==> config.mk <==
export PLATFORM = sky130hd
export DESIGN_NAME = prism_cfg_sequencer
export DESIGN_NICKNAME = d
export VERILOG_FILES = /design/src/rtl/prism_cfg_sequencer.sv
export SDC_FILE = /design/constraint.sdc
export NUM_CORES = 1
export LEC_CHECK = 0
export ABC_AREA = 1
export BUFFER_PORTS_ARGS = -buffer_cell sky130_fd_sc_hd__buf_2
export CORE_MARGIN = 2
export CORE_UTILIZATION = 60
export CTS_BUF_LIST = sky130_fd_sc_hd__clkbuf_8
export DETAILED_ROUTE_END_ITERATION = 7
export PLACE_DENSITY = 0.79
export SLEW_MARGIN = 15
export SYNTH_ARGS = -nofsm -noshare
export SYNTH_HDL_FRONTEND = slang
export SYNTH_SLANG_ARGS = --single-unit
==> constraint.sdc <==
create_clock -name clk -period 4.55 [get_ports clk]
set_clock_uncertainty 0.05 [all_clocks]
set_input_delay 0.2275 -clock clk [delete_from_list [all_inputs] [get_ports clk]]
set_output_delay 0.2275 -clock clk [all_outputs]
set_load 0.03 [all_outputs]
==> src/rtl/prism_cfg_sequencer.sv <==
// prism_cfg_sequencer
// Buffers 64-bit configuration words written by the host and replays each one
// into the latch-chain loader as a low-half/high-half write pair, then waits for
// the loader's shift to finish. A reload request re-applies the last committed word.
//
// Ports:
//   clk, rst_n        clock, asynchronous active-low reset
//   host_wr/addr/wdata host write port (0x8 lo stage, 0xC push, 0x10 control)
//   reload_req        one-cycle request to replay the last committed word
//   ld_write_req/address/data  write strobe, address and data to the loader
//   ld_busy           loader busy
//   busy              sequencer has work in flight or queued
//   fifo_level        buffered entry count
//   overflow          sticky: a push was dropped on a full FIFO
//   last_valid        a word has been committed since reset
//   done              one-cycle pulse when a load completes
module prism_cfg_sequencer #(
  parameter int unsigned FIFO_DEPTH = 2,
  parameter int unsigned LVL_W      = 2
) (
  input  logic             clk,
  input  logic             rst_n,
  input  logic             host_wr,
  input  logic [5:0]       host_addr,
  input  logic [31:0]      host_wdata,
  input  logic             reload_req,
  output logic             ld_write_req,
  output logic [5:0]       ld_address,
  output logic [31:0]      ld_data,
  input  logic             ld_busy,
  output logic             busy,
  output logic [LVL_W-1:0] fifo_level,
  output logic             overflow,
  output logic             last_valid,
  output logic             done
);

  localparam int unsigned PtrW = $clog2(FIFO_DEPTH);

  typedef enum logic [2:0] {StIdle, StSendLo, StSendHi, StWaitBusy, StWaitDone} state_e;

  state_e            state_q, state_d;
  logic [31:0]       lo_stage_q;
  logic [63:0]       mem_q [FIFO_DEPTH];
  logic [PtrW-1:0]   wr_ptr_q, rd_ptr_q;
  logic [LVL_W-1:0]  level_q, level_d;
  logic [63:0]       work_q, work_d;
  logic [63:0]       last_cfg_q;
  logic              last_valid_q;
  logic              overflow_q, overflow_d;
  logic              reload_pend_q, reload_pend_d;

  logic wr_lo, wr_push, wr_ctl;
  logic fifo_full, fifo_empty, push_ok, push_drop;
  logic pop, take_reload, commit, reload_set;

  assign wr_lo   = host_wr && (host_addr == 6'h08);
  assign wr_push = host_wr && (host_addr == 6'h0C);
  assign wr_ctl  = host_wr && (host_addr == 6'h10);

  assign fifo_full  = (level_q == LVL_W'(FIFO_DEPTH));
  assign fifo_empty = (level_q == '0);
  // A push on a full FIFO is dropped even if a pop happens on the same edge.
  assign push_ok    = wr_push && !fifo_full;
  assign push_drop  = wr_push && fifo_full;

  assign reload_set = reload_req || (wr_ctl && host_wdata[1]);

  always_comb begin
    state_d      = state_q;
    pop          = 1'b0;
    take_reload  = 1'b0;
    commit       = 1'b0;
    done         = 1'b0;
    ld_write_req = 1'b0;
    ld_address   = 6'h00;
    ld_data      = 32'h0;
    unique case (state_q)
      StIdle: begin
        if (!fifo_empty) begin
          pop     = 1'b1;
          state_d = StSendLo;
        end else if (reload_pend_q) begin
          take_reload = 1'b1;
          state_d     = StSendLo;
        end
      end
      StSendLo: begin
        ld_write_req = 1'b1;
        ld_address   = 6'h08;
        ld_data      = work_q[31:0];
        state_d      = StSendHi;
      end
      StSendHi: begin
        ld_write_req = 1'b1;
        ld_address   = 6'h0C;
        ld_data      = work_q[63:32];
        state_d      = StWaitBusy;
      end
      StWaitBusy: begin
        if (ld_busy) state_d = StWaitDone;
      end
      StWaitDone: begin
        if (!ld_busy) begin
          done    = 1'b1;
          commit  = 1'b1;
          state_d = StIdle;
        end
      end
      default: state_d = StIdle;
    endcase
  end

  always_comb begin
    work_d = work_q;
    if (pop)              work_d = mem_q[rd_ptr_q];
    else if (take_reload) work_d = last_cfg_q;

    level_d = level_q;
    if (push_ok && !pop)      level_d = level_q + LVL_W'(1);
    else if (!push_ok && pop) level_d = level_q - LVL_W'(1);

    overflow_d = overflow_q;
    if (push_drop)                     overflow_d = 1'b1;
    else if (wr_ctl && host_wdata[0])  overflow_d = 1'b0;

    // Requests arriving while one is pending, or on the cycle it is taken, merge.
    reload_pend_d = reload_pend_q;
    if (take_reload)                     reload_pend_d = 1'b0;
    else if (reload_set && last_valid_q) reload_pend_d = 1'b1;
  end

  always_ff @(posedge clk or negedge rst_n) begin
    if (!rst_n) begin
      state_q       <= StIdle;
      lo_stage_q    <= 32'h0;
      wr_ptr_q      <= '0;
      rd_ptr_q      <= '0;
      level_q       <= '0;
      work_q        <= 64'h0;
      last_cfg_q    <= 64'h0;
      last_valid_q  <= 1'b0;
      overflow_q    <= 1'b0;
      reload_pend_q <= 1'b0;
    end else begin
      state_q       <= state_d;
      work_q        <= work_d;
      level_q       <= level_d;
      overflow_q    <= overflow_d;
      reload_pend_q <= reload_pend_d;
      if (wr_lo)   lo_stage_q <= host_wdata;
      if (push_ok) wr_ptr_q   <= wr_ptr_q + PtrW'(1);
      if (pop)     rd_ptr_q   <= rd_ptr_q + PtrW'(1);
      if (commit) begin
        last_cfg_q   <= work_q;
        last_valid_q <= 1'b1;
      end
    end
  end

  // Storage needs no reset: occupancy is tracked by the pointers and level.
  always_ff @(posedge clk) begin
    if (push_ok) mem_q[wr_ptr_q] <= {host_wdata, lo_stage_q};
  end

  assign busy       = (state_q != StIdle) || !fifo_empty || reload_pend_q;
  assign fifo_level = level_q;
  assign overflow   = overflow_q;
  assign last_valid = last_valid_q;

endmodule

==> summary.md <==
| Metric | Value |
|---|---|
| Status | `completed` |
| Max-Cap Viols | `0` |
| Critical Path Start Type | `flop` |
| RR Endpoint | `fifo_level[1]$_DFFE_PN0P_` |
| First-pass GRT wire length | `43,410 um` |
| Area share of the largest cell type after synthesis | `35.34%` |
| Critical path depth in cells | `7` |
| Area contributors post-synth | `dfrtp_1 (35%), edfxtp_1 (32%), o21ai_0 (11%)` |
| Unrepaired setup endpoints after global routing | `false` |
| Clock sinks | `298` |
| Detail Placement HPWL | `16,250 um` |
| Maximum vdd drop | `0.0004927 V` |
| TritonCTS clock tree | `done` |
| Hold Crit Class | `primary input to flop` |
| Number of routed nets with antenna violations | `0` |
| Core Box Area | `0.01959 mm2` |
| Final Non-Filler Cells | `1,560` |
| Crit Path Class | `flop to output port` |
| WL per Instance | `17.26 um` |
| I/O Buffers | `83` |
| Placed cell area | `0.01259 mm2` |
| Initial antenna violation count | `1` |
| Post-placement cell count | `1,437` |
| Worst-Margin Slew | `1.117 ns` |
| Critical Path, Cell by Cell | `inv_2 > nand2_1 > nor2_1 > clkinv_1 > buf_4 > o22ai_1 > buf_2` |
| Site Rows | `51` |
| Drt drc | `0` |
| Ports | `88` |
| Via density | `5.581` |
| YS warnings | `0` |
| Gr busiest metal | `met1` |
| Unique masters post-synth | `29` |
| Vias | `8,707` |
| P_sw | `3.403 mW` |
| Worst-Skew Late Latency | `0.57 ns` |
| Leakage power | `5.947 nW` |
| Kind of end point of the critical path | `output port` |
| Grt met1 use | `42.39%` |
| Share of cells above drive strength 1 | `16.37%` |
| Fin nets | `1,301` |
| Die ar. | `0.02121 mm2` |
| Vias in the first global route | `8,056` |
| Combinational fraction of design power | `33.2%` |
| First-pass DRT Iterations | `5` |
| Min Tclk post-route | `3.146 ns` |
| Tcrit/Tclk final | `69.14%` |
| CTS root buf | `clkbuf_8` |
| Critical path endpoint | `ld_data[12]` |
| DRT iter0 DRCs | `963` |
| Layout area overhead | `15.25%` |
| Final setup TNS | `0 ns` |
| Crit-path leading delay family | `buffers and inverters` |
| Post-cts resize count | `0` |
| Hold Slack | `0.05737 ns` |
| Max FO, Critical Path | `26` |
| Crit-path slowest cell | `clkinv_1` |
| Worst reg2reg setup slack | `1.88 ns` |
| FF-to-FF Start | `state_q[0]$_DFFE_PN0P_` |
| Fmax | `0.3179 GHz` |
| Final-report hold violation count | `0` |
| Required @ worst endpoint | `4.27 ns` |
| Internal Power | `5.325 mW` |
| Crit path from | `state_q[2]$_DFFE_PN0P_` |
| Synth area leader | `dfrtp_1` |
| Seq pwr share | `41.8%` |
| CP arrival | `2.87 ns` |
| Largest net degree at the start of global routing | `130` |
| DRT Wirelength | `26,920 um` |
| GP Congestion | `0.7944` |
| Biggest cell delay along the critical path | `0.67 ns` |
| Pwr/cell area | `629.2 mW/mm2` |
| Final instance area | `0.01387 mm2` |
| Die W | `145.6 um` |
| M2 GR Usage | `34.67%` |
| Gr ovfl total | `0` |
| Met3 Use GR | `6.332%` |
| Die height | `145.6 um` |
| CTS Buf Count | `47` |
| Htree depth | `2` |
| Diode count | `0` |
| CTS clock-pin slew for the worst setup and hold paths | `0.06 ns` |
| Slew Viols, Final | `0` |
| Initial Util | `61.44%` |
| Mapped Cells | `1,148` |
| Cell area after synthesis | `0.01204 mm2` |
| Worst slew margin | `25.52%` |
| Gr usage total | `25.75%` |
| Register area share after synthesis | `67.28%` |
| Layout fillers | `1,402` |
| Synthesized flop and latch total | `298` |
| Buf+Inv Stages, Crit Path | `4` |
| Sw frac | `38.99%` |
| Util after Layout | `70.81%` |
| CTS Buffer Depth | `3` |
| Hold depth | `5` |
| Mapped Avg Cell Area | `10.48 um2` |
| Clock power frac | `25.0%` |
| R2R depth | `9` |
| Final setup vio count | `0` |
## routing by layer
| metal | wire, um | part of all wire (%) | vias to the layer above |
|---|---|---|---|
| met5 | 0 | 0 | - |
| met4 | 388 | 1.4 | 0 |
| met3 | 2789 | 10 | 41 |
| met2 | 11430 | 42 | 401 |
| met1 | 12310 | 46 | 4203 |
| li1 | - | - | 4062 |
## synthesized netlist by cell type, drive strengths merged
library cell	count
edfxtp	128
o22ai	32
dfrtp	170
conb	1
nand3	8
ha	1
or2	1
o21ai	291
nand2	206
xor2	2
xnor2	1
nor2	141
clkinv	1
inv	84
a21oi	3
nor3	2
nand4	1
buf	44
clkbuf	31
## registers in the layout, indices dropped and copies added (netlist names)
signal	cells
state_q	3
last_cfg_q	64
reload_pend_q	1
mem_q	128
overflow	1
last_valid	1
rd_ptr_q	1
work_q	64
wr_ptr_q	1
fifo_level	2
lo_stage_q	32
## cells in the final DEF, fill, tap and decap left out, drive strengths merged
cell,netlist,layout
nand3,8,8
edfxtp,128,128
o21ai,291,291
nor2,141,141
nor3,2,2
xnor2,1,1
bufinv,0,1
buf,44,96
xor2,2,2
conb,1,4
nand4,1,1
inv,84,109
dfrtp,170,170
nand2,206,206
or2,1,1
clkinvlp,0,3
a21oi,3,3
ha,1,1
o22ai,32,32
clkbuf,31,55
dlygate4sd3,0,36
clkinv,1,4
## worst reg2reg max path: cells and delay by family (launching register included)
family	cells	cell delay, ns
xor gates and xnor gates	1	0.15
and+or+nand+nor	3	0.82
adders and majority gates	1	0.31
AOI/OAI and AO/OA	2	0.23
buffers and inverters	2	0.57
DFF	1	0.43
## power groups by stage
stage               Combinational [mW]  Sequential, mW  Clock, mW
floorplan                         2.18            3.62          0
global placement                  2.77            3.65          0
detailed placement                2.87            3.67          0
CTS                               2.89            3.63       2.20
global route                      3.25            3.70       2.33
finish                            2.90            3.64       2.18
## cell families (layout without fill, tap and decap cells)
family	count (synthesis)	count (layout)	synth area share [%]
DFF	298	298	67.28
other	1	4	0.03116
xor gates and xnor gates	3	3	0.2183
and+or+nand+nor	359	359	12.07
buffers and inverters	160	304	5.821
AOI/OAI and AO/OA	326	326	14.48
adders and majority gates	1	1	0.1039
## how the worst min path moves through the flow
| stage | to | slack (ns) | startpoint |
|---|---|---|---|
| after detailed placement | lo_stage_q[0]$_DFFE_PN0P_ | 0.37 | rst_n |
| after CTS | reload_pend_q$_DFFE_PN0P_ | 0.04 | reload_req |
| after global routing | overflow$_DFFE_PN0P_ | 0.07 | host_addr[3] |
| after floorplan | fifo_level[0]$_DFFE_PN0P_ | -0.12 | rst_n |
| after global placement | lo_stage_q[0]$_DFFE_PN0P_ | 0.38 | rst_n |
| final | reload_pend_q$_DFFE_PN0P_ | 0.06 | reload_req |
## timing repair
| item | CTS | global route |
|---|---|---|
| endpoints found under the setup margin | 0 | 0 |
| setup buffers | 0 | 0 |
| hold buffers | 36 | 0 |
| endpoints found under the hold margin | 208 | 0 |
## per-stage QoR
stage,setup WS [ns],total power [mW]
3_5_place_dp,1.875,6.535
6_report,1.404,8.728
5_1_grt,1.178,9.275
2_1_floorplan,0.4469,5.801
4_1_cts,1.382,8.729
3_3_place_gp,1.881,6.429
## cell type report
| cell class | count | area, um2 | share of cell area (%) |
|---|---|---|---|
| sequential | 298 | 8099 | 58.38 |
| clock inverter | 32 | 160.2 | 1.155 |
| clock buffer | 55 | 757.0 | 5.457 |
| multi-input combinational | 693 | 3287 | 23.69 |
| tap | 265 | 331.6 | 2.390 |
| inverter | 85 | 320.3 | 2.309 |
| timing repair buffer | 132 | 917.1 | 6.611 |
Note: power is estimated with default switching activity, not from simulation.
